## src/rtl/fetch_stage.sv

```systemverilog
// ---------------------------------------------------------------------------
// fetch_stage
// Instruction-fetch stage and IF/ID pipeline register of the WISC-S15 16-bit
// pipeline. Holds the PC, issues word-addressed reads to a multi-cycle
// instruction memory, and hands each accepted instruction plus its PC+1 to
// decode. Supports hazard stalls, downstream redirects and HALT (opcode F).
//
// Ports
//   clk, rst_n          : clock (rising edge), async active-low reset
//   stall               : hold PC and IF/ID (decode hazard)
//   redirect_valid/_pc  : taken branch/call/return, new fetch address
//   imem_addr           : memory word address, always equal to PC
//   imem_rd_en          : read request, high while running and out of reset
//   imem_rdata/_ready   : response word, valid for imem_addr when ready=1
//   if_id_instr         : registered instruction to decode
//   if_id_pc_plus1      : registered address+1 of that instruction
//   if_id_valid         : if_id_instr holds a real instruction
//   halted              : fetch stopped on HALT
// ---------------------------------------------------------------------------
module fetch_stage #(
    parameter logic [15:0] RESET_PC     = 16'h0000,
    parameter logic [15:0] BUBBLE_INSTR = 16'h0000
) (
    input  logic        clk,
    input  logic        rst_n,
    input  logic        stall,
    input  logic        redirect_valid,
    input  logic [15:0] redirect_pc,
    output logic [15:0] imem_addr,
    output logic        imem_rd_en,
    input  logic [15:0] imem_rdata,
    input  logic        imem_ready,
    output logic [15:0] if_id_instr,
    output logic [15:0] if_id_pc_plus1,
    output logic        if_id_valid,
    output logic        halted
);

    localparam int unsigned XLEN    = 16;
    localparam int unsigned OP_W    = 4;
    localparam logic [OP_W-1:0] OP_HALT = 4'b1111;

    typedef enum logic {
        ST_RUN    = 1'b0,
        ST_HALTED = 1'b1
    } state_e;

    state_e          state_q, state_d;
    logic [XLEN-1:0] pc_q, pc_d;
    logic [XLEN-1:0] instr_q, instr_d;
    logic [XLEN-1:0] pc_plus1_q, pc_plus1_d;
    logic            valid_q, valid_d;
    logic            halted_q, halted_d;
    logic [XLEN-1:0] pc_inc;

    // PC+1 wraps naturally at 16 bits
    assign pc_inc = pc_q + XLEN'(1);

    // Memory request: address tracks PC, request only while running
    assign imem_addr  = pc_q;
    assign imem_rd_en = rst_n & (state_q == ST_RUN);

    assign if_id_instr    = instr_q;
    assign if_id_pc_plus1 = pc_plus1_q;
    assign if_id_valid    = valid_q;
    assign halted         = halted_q;

    // State and pipeline registers
    always_ff @(posedge clk or negedge rst_n) begin
        if (!rst_n) begin
            state_q    <= ST_RUN;
            pc_q       <= RESET_PC;
            instr_q    <= BUBBLE_INSTR;
            pc_plus1_q <= '0;
            valid_q    <= 1'b0;
            halted_q   <= 1'b0;
        end else begin
            state_q    <= state_d;
            pc_q       <= pc_d;
            instr_q    <= instr_d;
            pc_plus1_q <= pc_plus1_d;
            valid_q    <= valid_d;
            halted_q   <= halted_d;
        end
    end

    // Next-state: redirect > stall > response > wait
    always_comb begin
        state_d    = state_q;
        pc_d       = pc_q;
        instr_d    = instr_q;
        pc_plus1_d = pc_plus1_q;
        valid_d    = valid_q;

        unique case (state_q)
            ST_RUN: begin
                if (redirect_valid) begin
                    // Any response this cycle belongs to the wrong path
                    pc_d    = redirect_pc;
                    instr_d = BUBBLE_INSTR;
                    valid_d = 1'b0;
                end else if (stall) begin
                    // Hold everything; the same address is re-requested
                end else if (imem_ready) begin
                    pc_d       = pc_inc;
                    instr_d    = imem_rdata;
                    pc_plus1_d = pc_inc;
                    valid_d    = 1'b1;
                    if (imem_rdata[XLEN-1 -: OP_W] == OP_HALT) begin
                        state_d = ST_HALTED;
                    end
                end else begin
                    instr_d = BUBBLE_INSTR;
                    valid_d = 1'b0;
                end
            end

            ST_HALTED: begin
                if (redirect_valid) begin
                    // HALT was fetched down a mispredicted path
                    state_d = ST_RUN;
                    pc_d    = redirect_pc;
                    instr_d = BUBBLE_INSTR;
                    valid_d = 1'b0;
                end else if (!stall) begin
                    instr_d = BUBBLE_INSTR;
                    valid_d = 1'b0;
                end
            end

            default: begin
                state_d = ST_RUN;
            end
        endcase

        halted_d = (state_d == ST_HALTED);
    end

endmodule

```

## config.mk

```make
export PLATFORM = sky130hd
export DESIGN_NAME = fetch_stage
export DESIGN_NICKNAME = d
export VERILOG_FILES = /design/src/rtl/fetch_stage.sv
export SDC_FILE = /design/constraint.sdc
export NUM_CORES = 1
export LEC_CHECK = 0
export ABC_AREA = 0
export CAP_MARGIN = 40
export CORE_ASPECT_RATIO = 1.25
export CORE_MARGIN = 2
export CORE_UTILIZATION = 40
export CTS_BUF_LIST = sky130_fd_sc_hd__clkbuf_4
export DETAILED_ROUTE_END_ITERATION = 16
export PLACE_DENSITY = 0.76
export SYNTH_ARGS = -nofsm -noshare
export SYNTH_HDL_FRONTEND = slang
export SYNTH_SLANG_ARGS = --single-unit
```

## constraint.sdc

```tcl
create_clock -name clk -period 2.33 [get_ports clk]
set_input_delay 0.233 -clock clk [delete_from_list [all_inputs] [get_ports clk]]
set_output_delay 0.233 -clock clk [all_outputs]
set_load 0.05 [all_outputs]
```

==> impl_summary.log, run 1 <==
INFO  metric max-clock-path-buffers = 2
INFO  metric post_synth_main_area_contributors = sky130_fd_sc_hd__dfrtp_1, sky130_fd_sc_hd__xnor2_1, sky130_fd_sc_hd__a22o_1
INFO  metric cts_buffers = 5
INFO  metric number_of_iterations_in_the_first_detailed_routing_pass = 4
INFO  metric power.density_cell_area = 726 nW/µm²
INFO  metric critical_path_depth = 1
INFO  metric die_area = 6640 µm²
INFO  metric root_buffer = sky130_fd_sc_hd__clkbuf_4
INFO  metric worst_r2r_startpoint = imem_addr[0]
INFO  metric crit_required = 2100 ps
INFO  metric hpwlAfterDp = 4150 µm
INFO  metric synth-edff-count = 0
INFO  metric floorplan.core_area = 5780 µm²
INFO  metric timing.slew.headroom = 58.4%
INFO  metric grt_antenna_before_repair = 0
INFO  metric cp-start-kind = register
INFO  metric setup_tns = 0 ps
INFO  metric synth_sequential_area_ratio = 52.2%
INFO  metric detailedRoute.firstIterationViolations = 107
INFO  metric per_cell_routed_wire_length = 15.2 µm
INFO  metric net_count_synth = 265
INFO  metric path_max_fanout = 7
INFO  metric cts_tree = yes
INFO  metric setup.worst_path.end_class = output port
INFO  metric crit_family = buffers and inverters
INFO  metric rsz0062_at_grt = no
INFO  metric postSynthRegisterBits = 50
INFO  metric vdd_ir_drop_max = 283 µV
INFO  metric async_reset_ff_share = 100%
INFO  metric rr_worst_depth = 6
INFO  metric die_width = 73.3 µm
INFO  metric max_stage_delay = 870 ps
INFO  metric gp_congestion = 0.814
INFO  metric cts_htree_levels = 2
INFO  metric row_count = 31
INFO  metric clock.fmax = 499 MHz
INFO  metric grt_use_total = 18.2%
INFO  metric worst_slew_pin_slew = 625 ps
INFO  metric p_leak = 1.36 nW
INFO  metric critical_path_arrival = 1770 ps
INFO  metric r2r_setup_slack = 410 ps
INFO  metric synth.most_common_cell = sky130_fd_sc_hd__dfrtp_1
INFO  metric synth-main-ff-cell = sky130_fd_sc_hd__dfrtp_1
INFO  metric vias_in_the_first_global_route = 2015
INFO  metric netlist_instances = 227
INFO  metric post_cts.resized_instances = 0
INFO  metric hold_viol_final = 0
INFO  metric layout_area_overhead = 43.2%
INFO  metric route.antenna.remaining_nets = 0
INFO  metric grt_overflow = 0
INFO  metric yosys.cell_types.count = 40
INFO  metric route.detailed.drc = 0
INFO  metric final_cell_count_no_fill = 380
INFO  metric path_clk_slew = 150 ps
INFO  metric worst_clock_skew = 12.8 ps
INFO  metric combPwrFrac = 33.4%
INFO  metric crit_path_start = imem_addr[8]
INFO  metric report.final.setup_viol = 0
INFO  metric avgSynthCellArea = 10.6 µm²
INFO  metric initial_core_util = 41.5%
INFO  metric portion_of_total_power_attributed_to_the_clock_network = 24.2%
INFO  metric grt_max_degree = 51
INFO  metric p_sw_share = 35.7%
INFO  metric sequence_of_cells_on_the_critical_path = clkdlybuf4s50_1
INFO  metric wl = 5760 µm
INFO  metric critical_path.reg2reg.endpoint = if_id_pc_plus1[12]
INFO  metric total_switching_power = 892 µW
INFO  metric via_count = 2033
INFO  metric share_of_cells_above_drive_strength_1 = 8.60%
INFO  metric grt_first_pass_wirelength = 9600 µm
INFO  metric post_drt_via_cell_ratio = 5.35
INFO  metric buffers_plus_inverters_on_the_worst_setup_path = 1
INFO  metric fraction_of_the_cycle_the_final_worst_path_needs = 86.1%
INFO  metric power_report.internal_total = 1.60 mW
INFO  metric die-height = 90.6 µm
INFO  metric synthesis.yosys.warnings = 0
INFO  metric port-buffer-count = 87
INFO  metric clkLatencyLatePin = 360 ps
INFO  metric report.final.slew_viol_count = 0
INFO  metric final_period_minus_worst_setup_slack = 2010 ps
INFO  metric crit_end = imem_addr[8]
INFO  metric final_nets = 351
INFO  metric worst_path_max_delay_cell = sky130_fd_sc_hd__clkdlybuf4s50_1
INFO  metric netlist_area = 2400 µm²
INFO  metric insertedDiodeCount = 0
INFO  metric share_seq_of_total_power = 42.3%
INFO  metric worst_hold_path_type = in -> reg
INFO  metric worst-setup-path-type = reg -> out
INFO  metric clock_sink_count = 50
INFO  metric hold_ws = 396 ps
INFO  metric post-synth-top-area-fraction = 52.2%
INFO  metric post-place-cells = 371
INFO  metric timing.max_cap.violations = 0
INFO  metric synth.largest_area_cell = sky130_fd_sc_hd__dfrtp_1
INFO  metric i_o_pin_count = 88
INFO  metric most_common_library_cells_after_synthesis = sky130_fd_sc_hd__dfrtp_1, sky130_fd_sc_hd__nand2_1, sky130_fd_sc_hd__nor2_1
INFO  metric outcome = finished clean
==> layout make-up <==
cell class	count	area, µm²
multi-input cells	159	1060
clock inverters	3	63.8
well taps	66	82.6
flip-flops and latches	50	1250
repair buffers	96	937
fillers	494	2340
clock buffers	5	37.5
inverters	1	3.75
==> per-stage QoR <==
step | power (mW) | setup slack, ps | util (%) | area, µm²
after floorplan | 1.58 | 230 | - | 2400
after global placement | 1.90 | 289 | 57.3 | 3310
after detailed placement | 1.91 | 270 | 57.5 | 3320
after CTS | 2.52 | 318 | 59.5 | 3440
after global routing | 2.61 | 237 | 59.5 | 3440
final | 2.49 | 324 | 59.5 | 3440
==> how the worst min path moves through the flow <==
stage	startpoint	endpoint	slack, ps	cells past startpoint
finish	redirect_pc[12]	imem_addr[12]	400	3
global route	redirect_pc[12]	imem_addr[12]	390	3
CTS	redirect_pc[12]	imem_addr[12]	390	3
detailed placement	rst_n	if_id_instr[1]	400	2
global placement	rst_n	if_id_instr[0]	400	2
floorplan	rst_n	halted	-60	0
==> routing by layer <==
| layer | GRT usage, % | part of all wire, % | routed length, µm | vias up |
|---|---|---|---|---|
| li1 | - | - | - | 974 |
| met1 | 23.3 | 44 | 2520 | 979 |
| met2 | 30.0 | 48 | 2770 | 71 |
| met3 | 2.90 | 6.1 | 349 | 9 |
| met4 | 7.25 | 2.2 | 125 | 0 |
| met5 | 0 | 0 | 0 | - |
==> sequential cells by signal (all words and copies together), names as in the netlist <==
register        cells
if_id_instr        16
if_id_valid         1
halted              1
if_id_pc_plus1     16
imem_addr          16
==> layout by cell type, fill, tap and decap left out, types with 2 or more instances in the layout <==
master	synthesis	final
sky130_fd_sc_hd__xnor2_1	18	18
sky130_fd_sc_hd__o21ai_0	12	12
sky130_fd_sc_hd__nor2_1	19	19
sky130_fd_sc_hd__clkbuf_4	0	5
sky130_fd_sc_hd__nor3_1	5	5
sky130_fd_sc_hd__dfrtp_1	50	50
sky130_fd_sc_hd__a21oi_1	15	15
sky130_fd_sc_hd__xor2_1	8	8
sky130_fd_sc_hd__nand4_1	4	4
sky130_fd_sc_hd__nor2b_1	3	3
sky130_fd_sc_hd__nand2b_1	2	2
sky130_fd_sc_hd__nor4_1	6	6
sky130_fd_sc_hd__bufinv_16	0	2
sky130_fd_sc_hd__buf_4	1	8
sky130_fd_sc_hd__a22o_1	16	16
sky130_fd_sc_hd__nand3_1	6	6
sky130_fd_sc_hd__nand2_1	19	19
sky130_fd_sc_hd__mux2i_1	2	2
sky130_fd_sc_hd__clkdlybuf4s50_1	0	85
sky130_fd_sc_hd__o31a_1	3	3
sky130_fd_sc_hd__o21ai_1	3	3
sky130_fd_sc_hd__nor4_4	2	2
==> power groups by stage <==
stage | clock network, mW | registers, mW | logic (mW)
CTS | 0.617 | 1.06 | 0.842
detailed placement | 0 | 1.07 | 0.836
global placement | 0 | 1.07 | 0.828
floorplan | 0 | 1.39 | 0.186
finish | 0.605 | 1.06 | 0.834
global route | 0.654 | 1.07 | 0.883
==> kinds of logic after synthesis <==
family                     after synthesis  synth area share (%)
and+or+nand+nor                         77                  18.7
AOI/OAI and AO/OA                       52                  14.1
xor gates and xnor gates                26                  9.49
DFF                                     50                  52.2
muxes                                    3                  1.30
buffers and inverters                   18                  3.65
adders and majority gates                1                 0.522
==> what timing repair did <==
action                    in CTS  in global routing
buffers inserted               0                  0
hold buffers                   1                  0
hold endpoints to repair      15                  0
No activity file was read; power rests on OpenSTA's default activity.
==> run 2, diff against run 1 <==
--- a/config.mk
+++ b/config.mk
@@ -14,3 +14,3 @@
 export DETAILED_ROUTE_END_ITERATION = 16
-export PLACE_DENSITY = 0.76
+export PLACE_DENSITY = 0.74
 export SYNTH_ARGS = -nofsm -noshare
==> constraint.sdc (replaced) <==
create_clock -name clk -period 2.33 [get_ports clk]
set_input_delay 0.3495 -clock clk [delete_from_list [all_inputs] [get_ports clk]]
set_output_delay 0.3495 -clock clk [all_outputs]
set_load 0.05 [all_outputs]
==> run 2 against run 1 <==
Effect of this change:
- non-clock buffer count is 1 higher
- clock-buffer cell count up 1
- sequential share of layout area fell by 0.13 points
==> impl_summary.log, run 2 (same netlist as run 1, synthesis figures left out) <==
INFO  metric path_max_fanout = 7 (unchanged)
INFO  metric wl = 5710 µm (-0.85%)
INFO  metric rsz0062_at_grt = no
INFO  metric layout_area_overhead = 43.8%
INFO  metric worst-setup-path-type = reg -> out
INFO  metric grt_first_pass_wirelength = 9400 µm (-2.1%)
INFO  metric post-cts-setup-buffer-count = 0 (unchanged)
INFO  metric max_stage_delay = 870 ps (about the same)
INFO  metric vdd_ir_drop_max = 393 µV (+39%)
INFO  metric per_cell_routed_wire_length = 15.0 µm (-1.1%)
INFO  metric worst_slew_pin_slew = 641 ps (+16.1 ps)
INFO  metric i_o_pin_count = 88 (unchanged)
INFO  metric hold_buffers = 0 (-1)
INFO  metric detailedRoute.firstIterationViolations = 85 (-21%)
INFO  metric cts_buffers = 5 (unchanged)
INFO  metric number_of_iterations_in_the_first_detailed_routing_pass = 4 (unchanged)
INFO  metric insertedDiodeCount = 0 (unchanged)
INFO  metric die-height = 90.6 µm (unchanged)
INFO  metric hold_viol_final = 0 (unchanged)
INFO  metric timing.max_cap.violations = 0 (unchanged)
INFO  metric via_count = 2026 (-0.34%)
INFO  metric crit_required = 1980 ps (-120 ps)
INFO  metric row_count = 31 (unchanged)
INFO  metric sequence_of_cells_on_the_critical_path = clkdlybuf4s50_1
INFO  metric final_cell_count_no_fill = 381 (+0.26%)
INFO  metric buffers_plus_inverters_on_the_worst_setup_path = 1 (unchanged)
INFO  metric grt_overflow = 0 (unchanged)
INFO  metric post-place-cells = 373 (+0.54%)
INFO  metric final.setup.worst_slack = 197 ps (-128 ps)
INFO  metric die_width = 73.3 µm (unchanged)
INFO  metric vias_in_the_first_global_route = 1874 (-7.0%)
INFO  metric initial_core_util = 41.5% (unchanged)
INFO  metric highest_count_cells_in_the_layout_ignoring_fill_and_taps = sky130_fd_sc_hd__clkdlybuf4s50_1, sky130_fd_sc_hd__dfrtp_1, sky130_fd_sc_hd__nor2_1, sky130_fd_sc_hd__nand2_1, sky130_fd_sc_hd__xnor2_1
INFO  metric path_clk_slew = 150 ps (about the same)
INFO  metric fin_total_pwr = 2.42 mW (-3.0%)
INFO  metric clkLatencyLatePin = 370 ps (about the same)
INFO  metric gp_congestion = 0.809 (-0.54%)
INFO  metric final_nets = 352 (+0.28%)
INFO  metric final_period_minus_worst_setup_slack = 2130 ps (+128 ps)
INFO  metric setup_tns = 0 ps (unchanged)
INFO  metric grt_max_degree = 51 (unchanged)
INFO  metric share_of_cells_above_drive_strength_1 = 9.52% (+0.93 points)
INFO  metric setup.worst_path.end_class = output port
INFO  metric clock_sink_count = 50 (unchanged)
INFO  metric cts_tree = yes
INFO  metric route.detailed.drc = 0 (unchanged)
INFO  metric fraction_of_the_cycle_the_final_worst_path_needs = 91.6% (+5.5 points)
INFO  metric worst_path_max_delay_cell = sky130_fd_sc_hd__clkdlybuf4s50_1
INFO  metric p_leak = 1.37 nW (+0.13%)
INFO  metric route.antenna.remaining_nets = 0 (unchanged)
INFO  metric hpwlAfterDp = 4120 µm (-0.82%)
INFO  metric post_cts.resized_instances = 0 (unchanged)
INFO  metric floorplan.core_area = 5780 µm² (unchanged)
INFO  metric layout.cells.most_common = sky130_fd_sc_hd__clkdlybuf4s50_1
INFO  metric power.density_cell_area = 702 nW/µm² (-3.3%)
INFO  metric post_drt_via_cell_ratio = 5.32 (-0.61%)
INFO  metric report.final.setup_viol = 0 (unchanged)
INFO  metric root_buffer = sky130_fd_sc_hd__clkbuf_4
INFO  metric cp-start-kind = register
INFO  metric report.final.slew_viol_count = 0 (unchanged)
INFO  metric clock.fmax = 469 MHz (-6.0%)
INFO  metric place_worst_setup_slack = 126 ps (-144 ps)
INFO  metric worst_hold_path_type = in -> async
INFO  metric crit_family = buffers and inverters
INFO  metric port-buffer-count = 87 (unchanged)
INFO  metric max-clock-path-buffers = 2 (unchanged)
INFO  metric grt_use_total = 17.9% (-0.22 points)
INFO  metric critical_path_arrival = 1780 ps (about the same)
INFO  metric cts_htree_levels = 2 (unchanged)
INFO  metric worst_clock_skew = 13.1 ps (+0.356 ps)
INFO  metric outcome = finished clean
INFO  metric grt_antenna_before_repair = 0 (unchanged)
INFO  metric die_area = 6640 µm² (unchanged)
INFO  metric timing.slew.headroom = 57.3% (-1.1 points)
## run 2: stage by stage
step | hold slack (ps) | utilization (%) | instance area [µm²]
2_1_floorplan | 53.9 | - | 2400
3_3_place_gp | 469 | 58.1 | 3360
3_5_place_dp | 480 | 58.2 | 3370
4_1_cts | 131 | 59.7 | 3450
5_1_grt | 145 | 59.7 | 3450
6_report | 112 | 59.7 | 3450
## run 2: path summary, 6_finish.rpt
kind / from / end / slack, ps / cells after the start
max in group asynchronous: rst_n / if_id_pc_plus1[14] / 1790 / 2
hold reg to reg: if_id_instr[2] / if_id_instr[2] / 520 / 1
setup reg to reg: halted / imem_addr[14] / 480 / 5
hold / removal: rst_n / if_id_valid / 110 / 2
setup / recovery: imem_addr[2] / imem_addr[2] / 200 / 1
min in group clk: redirect_pc[11] / imem_addr[11] / 510 / 3
## run 2: layout make-up
type | count | area, µm²
Multi-Input combinational cell | 159 | 1060
Timing Repair Buffer | 97 | 963
Sequential cell | 50 | 1250
Clock buffer | 6 | 45.0
Clock inverter | 2 | 37.5
Tap cell | 66 | 82.6
Inverter | 1 | 3.75
Fill cell | 507 | 2330
## run 2: per-layer routing
layer / vias up / track usage (%) / share of wire (%)
met2: 74 / 27.7 / 46
met3: 8 / 3.57 / 6.5
met1: 967 / 25.1 / 46
li1: 977 / - / -
met4: 0 / 5.56 / 1.4
met5: - / 0 / 0
## run 2: worst register-to-register path: stages, from the launching register on
cell and delay [ps]:
sky130_fd_sc_hd__dfrtp_1 460, sky130_fd_sc_hd__or3b_1 400, sky130_fd_sc_hd__buf_4 210, sky130_fd_sc_hd__nor3_1 360
sky130_fd_sc_hd__mux2i_1 230, sky130_fd_sc_hd__nand3_1 90
## run 2: power by group
part	total [mW]	internal [mW]	switching, mW
sequential	1.05	0.962	0.0872
clock	0.519	0.238	0.281
combinational	0.851	0.318	0.533
==> run 3, diff against run 2 <==
Clock period 2.33 ns to 2.15 ns, I/O delays scaled along.
==> run 3 against run 2 <==
Effect of this change:
- routed wire length fell by 0.26%
- hold slack worse by 18 ps
- setup slack lost 130 ps
- critical path depth did not move
- register-to-register slack worse by 180 ps
- cell count grew 0.52%
- clock-buffer cell count stayed put
- first-iteration DRC count is 8.2% higher
- die area stayed put
- clock power is 15% lower
- total power grew 3.6%
- critical endpoint is now imem_addr[8]
==> impl_summary.log, run 3 (same netlist as run 1, synthesis figures left out) <==
INFO  metric row_count = 31 (unchanged)
INFO  metric timing.slew.headroom = 58.6% (+1.3 points)
INFO  metric layout.area.seq = 1250 µm² (unchanged)
INFO  metric initial_core_util = 41.5% (unchanged)
INFO  metric layout_area_overhead = 43.2%
INFO  metric vias_in_the_first_global_route = 1857 (-0.91%)
INFO  metric final_period_minus_worst_setup_slack = 2080 ps
INFO  metric route.antenna.remaining_nets = 0 (unchanged)
INFO  metric worst_r2r_startpoint = halted
INFO  metric fin_total_pwr = 2.51 mW (+3.6%)
INFO  metric fraction_of_the_cycle_the_final_worst_path_needs = 96.7%
INFO  metric wl = 5700 µm (-0.26%)
INFO  metric post_drt_via_cell_ratio = 5.25 (-1.4%)
INFO  metric floorplan.core_area = 5780 µm² (unchanged)
INFO  metric share_of_cells_above_drive_strength_1 = 10.1% (+0.57 points)
INFO  metric clkLatencyLatePin = 360 ps (about the same)
INFO  metric via_count = 2009 (-0.84%)
INFO  metric sequence_of_cells_on_the_critical_path = clkdlybuf4s50_1
INFO  metric vdd_ir_drop_max = 450 µV (+14%)
INFO  metric critical_path_arrival = 1760 ps (-20 ps)
INFO  metric report.final.setup_viol = 0 (unchanged)
INFO  metric layout.cells.most_common = sky130_fd_sc_hd__clkdlybuf4s50_1
INFO  metric rr_worst_depth = 5 (unchanged)
INFO  metric grt_overflow = 0 (unchanged)
INFO  metric fill_cells = 500 (-1.4%)
INFO  metric worst_hold_path_type = in -> async
INFO  metric dpl_cell_area = 3370 µm² (+0.19%)
INFO  metric path_clk_slew = 150 ps (about the same)
INFO  metric grt_use_total = 17.8% (-0.15 points)
INFO  metric detailedRoute.firstIterationViolations = 92 (+8.2%)
INFO  metric rsz0062_at_grt = no
INFO  metric r2r_setup_slack = 300 ps (-180 ps)
INFO  metric worst_slew_pin_slew = 621 ps (-20.2 ps)
INFO  metric p_leak = 1.39 nW (+1.7%)
INFO  metric hpwlAfterDp = 4150 µm (+0.83%)
INFO  metric root_buffer = sky130_fd_sc_hd__clkbuf_4
INFO  metric gp_congestion = 0.794 (-1.9%)
INFO  metric buffers_plus_inverters_on_the_worst_setup_path = 1 (unchanged)
INFO  metric port-buffer-count = 87 (unchanged)
INFO  metric cts_htree_levels = 2 (unchanged)
INFO  metric grt_max_degree = 51 (unchanged)
INFO  metric route.detailed.drc = 0 (unchanged)
INFO  metric crit_required = 1830 ps (-150 ps)
INFO  metric cp-start-kind = register
INFO  metric i_o_pin_count = 88 (unchanged)
INFO  metric hold_viol_final = 0 (unchanged)
INFO  metric number_of_iterations_in_the_first_detailed_routing_pass = 4 (unchanged)
INFO  metric per_cell_routed_wire_length = 14.9 µm (-0.78%)
INFO  metric timing.max_cap.violations = 0 (unchanged)
INFO  metric max-clock-path-buffers = 2 (unchanged)
INFO  metric die_width = 73.3 µm (unchanged)
INFO  metric path_max_fanout = 7 (unchanged)
INFO  metric insertedDiodeCount = 0 (unchanged)
INFO  metric grt_first_pass_wirelength = 9270 µm (-1.3%)
INFO  metric worst_clock_skew = 10.8 ps (-2.37 ps)
INFO  metric die-height = 90.6 µm (unchanged)
INFO  metric clock_sink_count = 50 (unchanged)
INFO  metric crit_family = buffers and inverters
INFO  metric worst-setup-path-type = reg -> out
INFO  metric clock.fmax = 481 MHz
INFO  metric final_nets = 354 (+0.57%)
INFO  metric grt_antenna_before_repair = 0 (unchanged)
INFO  metric cts_tree = yes
INFO  metric outcome = finished clean
INFO  metric report.final.slew_viol_count = 0 (unchanged)
INFO  metric critical_path.reg2reg.endpoint = imem_addr[14]
INFO  metric die_area = 6640 µm² (unchanged)
INFO  metric highest_count_cells_in_the_layout_ignoring_fill_and_taps = sky130_fd_sc_hd__clkdlybuf4s50_1, sky130_fd_sc_hd__dfrtp_1, sky130_fd_sc_hd__nor2_1, sky130_fd_sc_hd__nand2_1, sky130_fd_sc_hd__xnor2_1
INFO  metric multiInputGateArea = 1060 µm² (unchanged)
INFO  metric setup.worst_path.end_class = output port
INFO  metric power.density_cell_area = 730 nW/µm² (+4.0%)
INFO  metric post_route_design_area = 3440 µm² (-0.36%)
INFO  metric worst_path_max_delay_cell = sky130_fd_sc_hd__clkdlybuf4s50_1
INFO  metric cts_buffers = 5 (unchanged)
INFO  metric post-cts-setup-buffer-count = 0 (unchanged)
INFO  metric max_stage_delay = 860 ps (about the same)
run 3: changes by cell type in the layout (fill, tap and decap cells not counted):
cell	previous run	this run
sky130_fd_sc_hd__bufinv_16	1	0
sky130_fd_sc_hd__buf_4	9	11
sky130_fd_sc_hd__clkinv_2	0	1
sky130_fd_sc_hd__clkinv_4	0	1
sky130_fd_sc_hd__clkdlybuf4s50_1	85	83
sky130_fd_sc_hd__dlymetal6s2s_1	0	2
sky130_fd_sc_hd__clkinvlp_4	1	0
sky130_fd_sc_hd__buf_6	0	1
sky130_fd_sc_hd__buf_12	2	1
run 3: timing repair:
action / CTS / global route
resized for setup: 0 / 2
hold buffers: 0 / 0
setup endpoints to repair: 0 / 2
run 3: metrics by stage:
stage               hold WS, ps  utilization (%)  cells  TNS [ps]  worst slack [ps]
global route                130             59.5    383         0              9.32
floorplan                  26.9                -    227         0              49.7
global placement            459             58.2    374         0              16.7
CTS                         114             59.4    383         0              23.4
finish                     93.7             59.5    383         0              71.2
detailed placement          465             58.3    375     -30.4             -18.0
run 3: layer usage:
layer / up-vias / track usage [%] / wire length, µm
met5: - / 0 / 0
met4: 0 / 5.40 / 69
met3: 6 / 3.79 / 342
met2: 72 / 28.2 / 2660
met1: 945 / 24.1 / 2620
li1: 986 / - / -
run 3: final cells by class:
type                            count  share of cell area, %
Sequential cell                    50                   36.4
Clock inverter                      2                  0.401
Clock buffer                        6                   1.31
Tap cell                           66                   2.40
Multi-Input combinational cell    159                   31.0
Inverter                            1                  0.109
Timing Repair Buffer               99                   28.4
run 3: how the worst max path moves through the flow:
stage                   from       endpoint  slack (ps)  cells after the start
3_5_place_dp      imem_ready  imem_addr[10]         -20                      6
6_report        imem_addr[8]   imem_addr[8]          70                      1
3_3_place_gp      imem_ready  imem_addr[14]          20                      6
4_1_cts         imem_addr[2]   imem_addr[2]          20                      1
5_1_grt        imem_addr[11]  imem_addr[11]           9                      1
2_1_floorplan   imem_addr[8]  imem_addr[13]          50                      5
run 3: power breakdown:
group / leakage [nW] / internal, mW / switching (mW)
clock network: 0.0356 / 0.142 / 0.301
logic: 0.738 / 0.346 / 0.583
registers: 0.616 / 1.04 / 0.0915
